### config.mk
export PLATFORM = sky130hd
export DESIGN_NAME = bcd_scan_ctrl_flat
export DESIGN_NICKNAME = d
export VERILOG_FILES = /design/src/rtl/bcd_scan_ctrl_if.sv /design/src/rtl/bcd_scan_ctrl.sv /design/src/flat_wrapper.sv
export SDC_FILE = /design/constraint.sdc
export NUM_CORES = 1
export LEC_CHECK = 0
export ABC_CLOCK_PERIOD_IN_PS = 3450
export CORE_MARGIN = 4
export CORE_UTILIZATION = 58
export CTS_BUF_LIST = sky130_fd_sc_hd__clkbuf_4
export CTS_CLUSTER_DIAMETER = 80
export CTS_CLUSTER_SIZE = 30
export DETAILED_ROUTE_END_ITERATION = 10
export PLACE_DENSITY = 0.82
export SLEW_MARGIN = 10
export SYNTH_ARGS = -nofsm -noshare
export SYNTH_HDL_FRONTEND = slang
export SYNTH_SLANG_ARGS = --single-unit
### constraint.sdc
create_clock -name clk -period 3.45 [get_ports clk]
set_input_delay 0.8625 -clock clk [delete_from_list [all_inputs] [get_ports clk]]
set_output_delay 0.8625 -clock clk [all_outputs]
set_load 0.02 [all_outputs]
### src/rtl/bcd_scan_ctrl_if.sv
// Bus bundle between a display host and bcd_scan_ctrl: load handshake,
// error clear, and the digit-scan outputs that drive the shared decoder.
interface bcd_scan_ctrl_if #(
    parameter int NDIG = 4
);
    logic              en;
    logic [4*NDIG-1:0] data_in;
    logic              data_valid;
    logic              data_ready;
    logic              err_clr;
    logic [3:0]        bcd_out;
    logic [NDIG-1:0]   dig_sel;
    logic              blank;
    logic              err;
    logic              frame_done;

    modport master (
        output en, data_in, data_valid, err_clr,
        input  data_ready, bcd_out, dig_sel, blank, err, frame_done
    );

    modport slave (
        input  en, data_in, data_valid, err_clr,
        output data_ready, bcd_out, dig_sel, blank, err, frame_done
    );
endinterface

### src/rtl/bcd_scan_ctrl.sv
// Time-multiplexed scan controller for an NDIG-digit BCD display.
// Each digit is shown for PRESC cycles followed by GUARD dark cycles.
// Leading zeros can be blanked, and codes above 9 are blanked and flagged.
// Outputs are registered from the next-state values, so dig_sel/bcd_out
// line up with the state register on every edge.
module bcd_scan_ctrl #(
    parameter int NDIG  = 4,
    parameter int PRESC = 1000,
    parameter int GUARD = 10,
    parameter int LZB   = 1
) (
    input  logic           clk,
    input  logic           reset,
    bcd_scan_ctrl_if.slave bus
);
    localparam int TMAX = (PRESC > GUARD) ? PRESC : GUARD;
    localparam int TW   = $clog2(TMAX + 1);
    localparam int IW   = $clog2(NDIG);
    localparam int DW   = 4 * NDIG;

    typedef enum logic [1:0] {
        S_IDLE  = 2'd0,
        S_SHOW  = 2'd1,
        S_GUARD = 2'd2
    } state_t;

    state_t          r_state;
    logic [IW-1:0]   r_idx;
    logic [TW-1:0]   r_timer;
    logic [DW-1:0]   r_act;
    logic [DW-1:0]   r_pend;
    logic            r_ready;
    logic [3:0]      r_bcd;
    logic [NDIG-1:0] r_dig_sel;
    logic            r_blank;
    logic            r_err;
    logic            r_fd;

    state_t          w_state_next;
    logic [IW-1:0]   w_idx_next;
    logic [TW-1:0]   w_timer_next;
    logic            w_fd_next;
    logic            w_adv;
    logic            w_xfer;
    logic [DW-1:0]   w_act_next;
    logic [3:0]      w_dig [NDIG];
    logic [NDIG-1:0] w_zero_from;
    logic [3:0]      w_cur_dig;
    logic            w_cur_inv;
    logic            w_cur_lz;
    logic            w_show;
    logic            w_err_set;
    logic [NDIG-1:0] w_onehot;

    // Scan sequencing: slot timer, digit index and the frame-end pulse.
    always_comb begin
        w_state_next = r_state;
        w_idx_next   = r_idx;
        w_timer_next = r_timer;
        w_fd_next    = 1'b0;
        w_adv        = 1'b0;
        if (!bus.en) begin
            w_state_next = S_IDLE;
            w_idx_next   = '0;
            w_timer_next = '0;
        end else begin
            case (r_state)
                S_IDLE: begin
                    w_state_next = S_SHOW;
                    w_idx_next   = '0;
                    w_timer_next = '0;
                end
                S_SHOW: begin
                    if (r_timer == TW'(PRESC - 1)) begin
                        w_timer_next = '0;
                        if (GUARD > 0) begin
                            w_state_next = S_GUARD;
                        end else begin
                            w_adv = 1'b1;
                        end
                    end else begin
                        w_timer_next = r_timer + TW'(1);
                    end
                end
                S_GUARD: begin
                    if (r_timer == TW'(GUARD - 1)) begin
                        w_timer_next = '0;
                        w_adv        = 1'b1;
                    end else begin
                        w_timer_next = r_timer + TW'(1);
                    end
                end
                default: begin
                    w_state_next = S_IDLE;
                    w_idx_next   = '0;
                    w_timer_next = '0;
                end
            endcase
            if (w_adv) begin
                w_state_next = S_SHOW;
                w_fd_next    = (r_idx == IW'(NDIG - 1));
                w_idx_next   = w_fd_next ? '0 : r_idx + IW'(1);
            end
        end
    end

    // The pending word moves to the active buffer from IDLE or at a frame edge;
    // the new slot is decoded from the post-transfer buffer.
    assign w_xfer     = !r_ready && ((r_state == S_IDLE) || w_fd_next);
    assign w_act_next = w_xfer ? r_pend : r_act;

    // Per-digit nibble split and "this digit and everything above is zero".
    for (genvar gi = 0; gi < NDIG; gi++) begin : g_dig
        assign w_dig[gi]       = w_act_next[4*gi +: 4];
        assign w_zero_from[gi] = (w_act_next[DW-1:4*gi] == '0);
    end

    assign w_cur_dig = w_dig[w_idx_next];
    assign w_cur_inv = (w_cur_dig > 4'd9);
    assign w_cur_lz  = (LZB != 0) && (w_idx_next != '0) && w_zero_from[w_idx_next];
    assign w_show    = (w_state_next == S_SHOW);
    assign w_err_set = w_show && w_cur_inv;
    assign w_onehot  = NDIG'(1) << w_idx_next;

    // Single registered FSM: state, buffers, handshake and all outputs.
    always_ff @(posedge clk) begin
        if (!reset) begin
            r_state   <= S_IDLE;
            r_idx     <= '0;
            r_timer   <= '0;
            r_act     <= '0;
            r_pend    <= '0;
            r_ready   <= 1'b1;
            r_bcd     <= 4'd0;
            r_dig_sel <= '0;
            r_blank   <= 1'b1;
            r_err     <= 1'b0;
            r_fd      <= 1'b0;
        end else begin
            r_state <= w_state_next;
            r_idx   <= w_idx_next;
            r_timer <= w_timer_next;
            r_fd    <= w_fd_next;
            r_act   <= w_act_next;
            if (bus.data_valid && r_ready) begin
                r_pend  <= bus.data_in;
                r_ready <= 1'b0;
            end else if (w_xfer) begin
                r_ready <= 1'b1;
            end
            r_err <= w_err_set || (r_err && !bus.err_clr);
            case (w_state_next)
                S_SHOW: begin
                    r_dig_sel <= w_onehot;
                    if (w_cur_inv || w_cur_lz) begin
                        r_bcd   <= 4'd0;
                        r_blank <= 1'b1;
                    end else begin
                        r_bcd   <= w_cur_dig;
                        r_blank <= 1'b0;
                    end
                end
                S_GUARD: begin
                    r_dig_sel <= '0;
                    r_blank   <= 1'b1;
                end
                default: begin
                    r_dig_sel <= '0;
                    r_blank   <= 1'b1;
                    r_bcd     <= 4'd0;
                end
            endcase
        end
    end

    assign bus.data_ready = r_ready;
    assign bus.bcd_out    = r_bcd;
    assign bus.dig_sel    = r_dig_sel;
    assign bus.blank      = r_blank;
    assign bus.err        = r_err;
    assign bus.frame_done = r_fd;
endmodule
### src/flat_wrapper.sv
// flat-port wrapper written by rule: the top's interface ports become plain ports
module bcd_scan_ctrl_flat 
#(
    parameter int NDIG  = 4,
    parameter int PRESC = 1000,
    parameter int GUARD = 10,
    parameter int LZB   = 1
)
  (clk, reset, bus_en, bus_data_in, bus_data_valid, bus_err_clr, bus_data_ready, bus_bcd_out, bus_dig_sel, bus_blank, bus_err, bus_frame_done);
  bcd_scan_ctrl_if #(.NDIG(NDIG)) bus_i ();
  input  logic clk;
  input  logic reset;
  input wire logic [$bits(bus_i.en)-1:0] bus_en;
  input wire logic [$bits(bus_i.data_in)-1:0] bus_data_in;
  input wire logic [$bits(bus_i.data_valid)-1:0] bus_data_valid;
  input wire logic [$bits(bus_i.err_clr)-1:0] bus_err_clr;
  output wire logic [$bits(bus_i.data_ready)-1:0] bus_data_ready;
  output wire logic [$bits(bus_i.bcd_out)-1:0] bus_bcd_out;
  output wire logic [$bits(bus_i.dig_sel)-1:0] bus_dig_sel;
  output wire logic [$bits(bus_i.blank)-1:0] bus_blank;
  output wire logic [$bits(bus_i.err)-1:0] bus_err;
  output wire logic [$bits(bus_i.frame_done)-1:0] bus_frame_done;
  assign bus_i.en = bus_en;
  assign bus_i.data_in = bus_data_in;
  assign bus_i.data_valid = bus_data_valid;
  assign bus_i.err_clr = bus_err_clr;
  assign bus_data_ready = bus_i.data_ready;
  assign bus_bcd_out = bus_i.bcd_out;
  assign bus_dig_sel = bus_i.dig_sel;
  assign bus_blank = bus_i.blank;
  assign bus_err = bus_i.err;
  assign bus_frame_done = bus_i.frame_done;
  bcd_scan_ctrl #(.NDIG(NDIG), .PRESC(PRESC), .GUARD(GUARD), .LZB(LZB)) u_core (.clk(clk), .reset(reset), .bus(bus_i));
endmodule
-- Word level (Yosys, flattened, before mapping)
Cells that the tools add are included.
- flip-flop bits (word level): 58
- logic and storage cells: 72
- add/subtract/negate cells: 2
- magnitude comparators: 3
- equal/unequal tests: 7
- shift operators: 1
- multiplexer cells: 27
- bitwise logic cells: 1
- reduce and logical (&&, ||, !) cells: 20
- operators with widths (operator ; count):
    $mux 10 ; 2
    $pmux 10 s2 ; 1
    $logic_not 16->1 ; 1
    $mux 16 ; 1
    $mux 2 ; 7
    $logic_not 12->1 ; 1
    $mux 4 ; 3
    $add 10x1->10 const B ; 1
    $eq 10x10->1 const B ; 1
    $eq 10x4->1 const B ; 1
    $mux 1 ; 9
    $bmux 4 s2 ; 1
    $logic_not 8->1 ; 1
    $pmux 4 s2 ; 1
    $eq 2x2->1 const B ; 3
    $pmux 2 s3 ; 1
    $logic_and 1x1->1 ; 5
    $eq 2x1->1 const B ; 2
    $gt 4x4->1 const B ; 1
    $logic_not 4->1 ; 1
    $reduce_and 2->1 ; 2
    $reduce_bool 2->1 ; 2
    $shl 1x2->4 const A ; 1
    $ge 3x3->1 const B ; 1
    8 further kinds ; 11

-- Logic depth before layout (Yosys ltp)
Gate-level depths: netlist of run 1.
- depth after elaboration: 16
- mapped depth: 12
- depth with buffers taken out: 9

-- Worst setup path after synthesis of run 1
OpenSTA, ideal clock, no wires.
- kind: input -> register
- start point: in bus_en
- end point: reg u_core.r_bcd[0], in the netlist u_core.bus.bcd_out[0]
- setup time: 0.117 ns
- arrival: 2.671 ns
- setup slack: 0.662 ns
- stages: 9
- buffers on the path: 2
- cell sequence: and4b_1 and4_2 buf_6 nor2_4 buf_6 mux2i_1 a222oi_1 o2111ai_1 a32o_1
- cells in the longest elaborated chain, start to end: 11
- elaborated cells between the ends (all ways): 24
- ends and longest elaborated chain (what ; RTL line ; text):
    start, declared ; flat_wrapper.sv:13 ; input wire logic [$bits(bus_i.en)-1:0] bus_en;
    $mux 1 ; bcd_scan_ctrl.sv:62 ; if (!bus.en) begin
    $logic_or 1x1->1 ; bcd_scan_ctrl.sv:109 ; assign w_xfer = !r_ready && ((r_state == S_IDLE) || w_fd_next);
    $logic_and 1x1->1 ; bcd_scan_ctrl.sv:109 ;
    $mux 16 ; bcd_scan_ctrl.sv:110 ; assign w_act_next = w_xfer ? r_pend : r_act;
    $bmux 4 s2 (tied with other cells) ; bcd_scan_ctrl.sv:118 ; assign w_cur_dig = w_dig[w_idx_next];
    $mux 4 (implied by the code) or $bmux 1 s2 (tied branches) ; bcd_scan_ctrl.sv:118, bcd_scan_ctrl.sv:120 ;
    $mux 4 (implied by the code) or $mux 1 (tied branches) ; bcd_scan_ctrl.sv:118, bcd_scan_ctrl.sv:120 ;
    $gt 4x4->1 or $logic_and 1x1->1 (tied branches) ; bcd_scan_ctrl.sv:119, bcd_scan_ctrl.sv:120 ;
    $logic_or 1x1->1 ; bcd_scan_ctrl.sv:155 ; if (w_cur_inv || w_cur_lz) begin
    $mux 4 ; bcd_scan_ctrl.sv:155 ;
    $pmux 4 s2 ; bcd_scan_ctrl.sv:152 ; case (w_state_next)
    end signal, assigned ; bcd_scan_ctrl.sv:159 ; r_bcd <= w_cur_dig;
    end, declared ; bcd_scan_ctrl.sv:33 ; logic [3:0] r_bcd;
Parallel ways exist; a longest one is shown, timed or not. The select of a mux whose other input is x is not followed.
A chain may end at the register's enable or synchronous reset.

-- Worst setup path in the final report of run 1
Same ends and word-level chain as after synthesis.

==> summary.log, run 1 <==
[outcome] run status finished, final reports clean
[grt] total global routing overflow 0
[worst_setup_path] cells on worst reg2reg path 9
[timing] number of failing setup endpoints in the final timing report 0
[layout] Area growth syn-to-layout 17.8%
[timing] Slew headroom 0.641
[routing] WL per Instance 14.2 um
[clock_tree] clock buffer depth 2
[timing] RSZ-0062 raised after global routing false
[worst_setup_path] CP endpoint kind register
[clock_tree] number of gates resized after cts 0
[grt] antenna violations before repair 0
[grt] Global Route Usage Sum 0.208
[run] Max-Cap Viols 0
[clock_tree] level count of the clock H-tree 3
[grt] GR met3 Demand/Resource 0.0499
[layout] Post-Layout Inst Area 3340 um2
[yosys] most used standard cell by instance count after synthesis nand2_1
[floorplan] floorplan die area 6070 um2
[floorplan] die height 77.9 um
[routing] number of iterations in the first detailed-routing pass 5
[worst_setup_path] Data arrival, critical path 3.30 ns
[placed_design] number of port buffers 32
[clock_tree] CTS clk-pin slew, worst paths 0.11 ns
[yosys] share of the synthesized area in the top cell type 0.409
[timing] smallest hold slack 0.475 ns
[yosys] Post-synth EDFFs 0
[routing] number of routed nets with antenna violations 0
[routing] via density per instance 5.60
[power_and_ir_drop] worst vdd ir 352 uV
[clock_tree] CTS Hold Bufs 0
[worst_setup_path] required time of the worst setup path 3.74 ns
[yosys] fraction of registers with async set/reset 0
[yosys] library cell with the largest summed area after synthesis dfxtp_1
[yosys] top cell types by occurrence after synthesis 70 x nand2_1, 58 x dfxtp_1, 24 x a21boi_0, 21 x nor2_1, 17 x nand3_1
[yosys] Syn Area/Cell 8.84 um2
[timing] maximum clock skew at final layout 0.0170 ns
[yosys] number of distinct standard cells referenced by the synthesized netlist 52
[hold_path] Hold Crit Endpoint u_core.bus.bcd_out[3]
[clock_tree] CTS tree yes
[worst_setup_path] category of the worst setup path launch point input pin
[yosys] Syn Std Cell Area 2840 um2
[hold_path] start point of the worst min-delay path u_core.bus.bcd_out[3]
[routing] number of vias after detailed routing 2,402
[routing] final wirelength 6.08 mm
[yosys] number of warning messages in the yosys log 0
[clock_tree] number of CTS-inserted buffers 9
[worst_setup_path] Setup Crit Path Kind input pin to register
[yosys] Synth area leaders dfxtp_1 41%, nand2_1 9.3%, a21boi_0 6.4%
[timing] slew at the pin with the worst max-slew slack 0.536 ns
[yosys] total of flip-flops plus latches after synthesis 58
[timing] post-route fraction of the period consumed by the critical path 0.873
[layout] final layout net count 385
[timing] number of pins exceeding their max-slew limit in the final report 0
[grt] wire length of the first global-routing pass 10.1 mm
[grt] met2 layer usage reported by global route 0.313
[clock_tree] postcts setup bufs 0
[power_and_ir_drop] power density of the placed cells 395 nW/um2
[placed_design] Post-Place Cell Area 3210 um2
[floorplan] number of rows created at floorplan 25
[grt] maximum number of pins on one net before global-route repair 42
[worst_setup_path] terminus of the critical flop-to-flop path u_core.bus.bcd_out[0]
[placed_design] Routability Congestion 0.938
[clock_tree] TritonCTS sink count 58
[worst_setup_path] Reg-to-Reg Start u_core.r_state[0]
[floorplan] I/O pin count 33
[yosys] syn nets 349
[hold_path] Cells on Worst Hold Path 1
[worst_setup_path] worst setup slack for register-to-register paths 0.52 ns
[grt] highest-utilization routing layer at the global route stage met2
[yosys] primary flip-flop cell chosen by synthesis mapping dfxtp_1
[timing] Fmax achieved 0.332 GHz
[routing] drt first-iter violations 227
[layout] filler cell count 385
[layout] number of diodes added for antenna fixing 0
[floorplan] Placeable Area 4720 um2
[floorplan] Initial Util 0.601
[layout] fraction of final layout cells sized beyond drive strength 1 0.105
[clock_tree] root buffer selected by CTS clkbuf_4
[placed_design] placed wire-length estimate after detailed placement 4.29 mm
[timing] setup TNS 0 ns
[grt] vias in the first global route 2,211
[floorplan] die width 77.9 um
[timing] hold violation count in the final report 0
[yosys] Mapped Cells 321
[grt] met1 Resource Use GR 0.274
[hold_path] Worst Hold Class register to register
[clock_tree] insertion delay to the later sink of the worst-skew pair 0.38 ns
[timing] post-layout minimum cycle time 3.01 ns
[yosys] Seq/Total Area, Yosys 0.409
[worst_setup_path] Crit Path Max Fanout 10
[routing] number of remaining DRC errors 0
[power_and_ir_drop] LEAKAGE 1.36 nW
worst max-delay path by stage:
stage	from	end	slack, ns	cells after the start
detailed placement	bus_en	u_core.bus.bcd_out[0]	0.09	7
CTS	bus_en	u_core.bus.bcd_out[0]	0.49	7
global placement	bus_en	u_core.bus.bcd_out[0]	0.11	7
finish	bus_en	u_core.bus.bcd_out[0]	0.44	8
global route	u_core.r_state[0]	u_core.bus.bcd_out[0]	0.33	9
floorplan	bus_en	u_core.bus.bcd_out[0]	0.66	9
final cells by class:
type	count	area, um2	area share
clock buffer	10	75.1	0.0225
clock inverter	6	57.6	0.0172
inverter	6	22.5	0.00674
multi-input combinational	241	1550	0.465
sequential	58	1160	0.348
tap	67	83.8	0.0251
timing repair buffer	41	388	0.116
power by group:
group | switching, mW | total, mW | internal [mW]
Clock | 0.251 | 0.476 | 0.225
Combinational | 0.0686 | 0.135 | 0.0667
Sequential | 0.0185 | 0.707 | 0.689
Total | 0.338 | 1.32 | 0.980
registers in the layout (all words and copies together) (netlist names), 2 cells and up:
signal,count
u_core.r_act,16
u_core.r_pend,16
u_core.r_timer,10
u_core.bus.bcd_out,4
u_core.bus.dig_sel,4
u_core.r_idx,2
u_core.r_state,2
stage by stage:
stage | total power [mW] | setup WS, ns | instances | utilization
6_report | 1.32 | 0.437 | 429 | 0.707
2_1_floorplan | 0.802 | 0.662 | 321 | -
4_1_cts | 1.32 | 0.490 | 429 | 0.707
5_1_grt | 1.38 | 0.329 | 429 | 0.707
3_3_place_gp | 0.854 | 0.114 | 413 | 0.679
3_5_place_dp | 0.856 | 0.0879 | 413 | 0.679
logic make-up after synthesis:
kind of cell             after synthesis  share of synthesized area
buffers and inverters                 22                     0.0432
AND/OR/NAND/NOR                      157                      0.286
XOR/XNOR                               8                     0.0247
adder cells (fa/ha/maj)                7                     0.0309
flip-flops                            58                      0.409
multiplexers                          18                     0.0657
AO/OA/AOI/OAI                         51                      0.140
per-layer routing:
layer  up-vias  part of all wire
met2        71              0.45
met3        10             0.053
met5         -                 0
met4         0             0.017
li1       1201                 -
met1      1120              0.48
layout by cell type (no fill, tap or decap), types with 2 or more instances in the layout:
cell type,count
a222oi_1,2
nor4_1,6
clkbuf_4,10
a32o_1,4
a21oi_1,2
xor2_1,5
dfxtp_1,58
nor2_1,21
buf_4,9
ha_1,7
xnor2_1,3
a21boi_0,24
and2_1,7
mux2i_1,16
nor3_1,2
nand3_1,17
and3_2,3
nand2b_1,3
o211ai_1,4
clkdlybuf4s50_1,32
o21a_1,2
nand4_1,7
and4b_1,5
nor2b_1,5
o22ai_1,2
nand2_1,70
clkinv_2,3
inv_1,6
worst max-delay path, cell delays in order:
cell and delay, ns:
clkdlybuf4s50_1 0.45, and4b_1 0.24, and4_2 0.30, nor2_4 0.30
mux2i_1 0.16, a222oi_1 0.44, o2111ai_1 0.24, a32o_1 0.31
No activity file was read; power rests on OpenSTA's default activity.
==> run 2, diff against run 1 <==
--- a/config.mk
+++ b/config.mk
@@ -5,7 +5,7 @@
 export SDC_FILE = /design/constraint.sdc
 export NUM_CORES = 1
 export LEC_CHECK = 0
-export ABC_CLOCK_PERIOD_IN_PS = 3450
+export ABC_CLOCK_PERIOD_IN_PS = 3390
 export CORE_MARGIN = 4
 export CORE_UTILIZATION = 58
 export CTS_BUF_LIST = sky130_fd_sc_hd__clkbuf_4
==> constraint.sdc (replaced) <==
create_clock -name clk -period 3.39 [get_ports clk]
set_input_delay 0.8475 -clock clk [delete_from_list [all_inputs] [get_ports clk]]
set_output_delay 0.8475 -clock clk [all_outputs]
set_load 0.02 [all_outputs]
==> summary.log, run 2 (synthesized netlist as in run 1, its figures left out) <==
[power_and_ir_drop] worst vdd ir 264 uV
[routing] drt first-iter violations 172
[timing] post-layout minimum cycle time 2.96 ns
[hold_path] Cells on Worst Hold Path 1
[hold_path] Hold Crit Endpoint u_core.r_timer[0]
[routing] WL per Instance 14.1 um
[routing] number of iterations in the first detailed-routing pass 4
[timing] number of failing setup endpoints in the final timing report 0
[placed_design] number of port buffers 32
[worst_setup_path] Setup Crit Path Kind input pin to register
[timing] number of pins exceeding their max-slew limit in the final report 0
[layout] largest registers in the final layout u_core.r_act: 16 flops, u_core.r_pend: 16 flops, u_core.r_timer: 10 flops
[worst_setup_path] worst setup slack for register-to-register paths 0.55 ns
[floorplan] Initial Util 0.601
[routing] number of remaining DRC errors 0
[run] Max-Cap Viols 0
[worst_setup_path] category of the worst setup path launch point input pin
[clock_tree] CTS clk-pin slew, worst paths 0.10 ns
[worst_setup_path] terminus of the critical flop-to-flop path u_core.bus.err
[clock_tree] number of CTS-inserted buffers 9
[floorplan] die width 77.9 um
[grt] Global Route Usage Sum 0.215
[clock_tree] level count of the clock H-tree 3
[layout] most frequent standard cell in the layout excluding fill and tap cells nand2_1
[routing] via density per instance 5.64
[routing] number of vias after detailed routing 2,414
[placed_design] Post-Place Cell Area 3220 um2
[timing] slew at the pin with the worst max-slew slack 0.562 ns
[hold_path] Worst Hold Class register to register
[worst_setup_path] CP endpoint kind register
[layout] fraction of final layout cells sized beyond drive strength 1 0.102
[placed_design] Routability Congestion 0.879
[timing] maximum clock skew at final layout 0.0171 ns
[layout] Post-Layout Inst Area 3310 um2
[worst_setup_path] cells on worst reg2reg path 10
[placed_design] placed wire-length estimate after detailed placement 4.39 mm
[outcome] run status finished, final reports clean
[clock_tree] clock buffer depth 2
[clock_tree] CTS tree yes
[timing] post-route fraction of the period consumed by the critical path 0.873
[routing] number of routed nets with antenna violations 0
[layout] final layout net count 386
[floorplan] I/O pin count 33
[routing] final wirelength 6.06 mm
[grt] maximum number of pins on one net before global-route repair 42
[hold_path] start point of the worst min-delay path u_core.r_timer[0]
[grt] vias in the first global route 2,274
[worst_setup_path] required time of the worst setup path 3.72 ns
[floorplan] floorplan die area 6070 um2
[timing] hold violation count in the final report 0
[clock_tree] postcts setup bufs 0
[worst_setup_path] largest stage delay on the critical path 0.51 ns
[timing] Fmax achieved 0.338 GHz
[worst_setup_path] Max stage delay cell, worst path clkdlybuf4s50_1
[timing] Slew headroom 0.624
[worst_setup_path] Crit Path Max Fanout 15
[layout] commonest cells after routing, fill and taps aside 70 x nand2_1, 58 x dfxtp_1, 32 x clkdlybuf4s50_1
[clock_tree] number of gates resized after cts 0
[clock_tree] TritonCTS sink count 58
[clock_tree] root buffer selected by CTS clkbuf_4
[power_and_ir_drop] power density of the placed cells 375 nW/um2
[floorplan] number of rows created at floorplan 25
[clock_tree] CTS Hold Bufs 0
[worst_setup_path] critical path, cell by cell clkdlybuf4s50_1, or3b_2, mux2_4, mux2i_1, a222oi_1, o2111ai_1, buf_4, o22ai_1
[layout] number of diodes added for antenna fixing 0
[grt] wire length of the first global-routing pass 10.4 mm
[layout] Area growth syn-to-layout 16.8%
[worst_setup_path] Reg-to-Reg Start u_core.r_state[0]
[floorplan] die height 77.9 um
[timing] RSZ-0062 raised after global routing false
[floorplan] Placeable Area 4720 um2
[worst_setup_path] Data arrival, critical path 3.29 ns
[timing] setup TNS 0 ns
[power_and_ir_drop] LEAKAGE 1.35 nW
[grt] total global routing overflow 0
[clock_tree] insertion delay to the later sink of the worst-skew pair 0.40 ns
[grt] antenna violations before repair 0
-- run 2: cell types whose count changed in the layout (fill, tap and decap cells not counted) --
cell        previous run  this run
bufinv_16              1         0
clkinv_2               3         2
buf_4                  9        10
clkinvlp_4             0         1
clkinv_4               1         0
-- run 2: metrics by stage --
step	setup WS [ns]	instances	hold slack [ns]	power [mW]	utilization
after floorplan	0.617	321	0.433	0.816	-
after global routing	0.254	428	0.498	1.30	0.701
after CTS	0.451	428	0.479	1.25	0.701
final	0.430	428	0.472	1.24	0.701
after detailed placement	0.0299	414	0.463	0.873	0.681
after global placement	0.112	414	0.449	0.869	0.681
-- run 2: where the power goes --
group | total [mW] | switching, mW | internal (mW)
Combinational | 0.137 | 0.0687 | 0.0681
Clock | 0.384 | 0.238 | 0.146
Sequential | 0.721 | 0.0195 | 0.701
-- run 2: worst max-delay path by stage --
stage	from	to	slack, ns	cells after the start
after floorplan	bus_en	u_core.bus.bcd_out[0]	0.62	9
after global placement	bus_en	u_core.bus.bcd_out[0]	0.11	7
after detailed placement	bus_en	u_core.bus.bcd_out[0]	0.03	7
after CTS	bus_en	u_core.bus.bcd_out[0]	0.45	7
after global routing	bus_en	u_core.bus.err	0.25	8
final	bus_en	u_core.bus.err	0.43	8
-- run 2: worst max-delay path: cells and delay by family --
family / cells / cell delay [ns]
AO/OA/AOI/OAI: 3 / 0.70
buffers and inverters: 2 / 0.69
multiplexers: 2 / 0.56
AND/OR/NAND/NOR: 1 / 0.48
-- run 2: routing by layer --
layer | GRT usage | routed length [um] | share of wire
met1 | 0.275 | 2740 | 0.45
met2 | 0.342 | 2830 | 0.47
met3 | 0.0626 | 411 | 0.068
met4 | 0.0822 | 75 | 0.012
met5 | 0 | 0 | 0
-- run 2: final cells by class --
cell class	count	area (um2)
multi-input cells	241	1550
fillers	414	1410
flip-flops and latches	58	1160
repair buffers	42	395
well taps	67	83.8
clock buffers	10	75.1
inverters	6	22.5
clock inverters	4	21.3
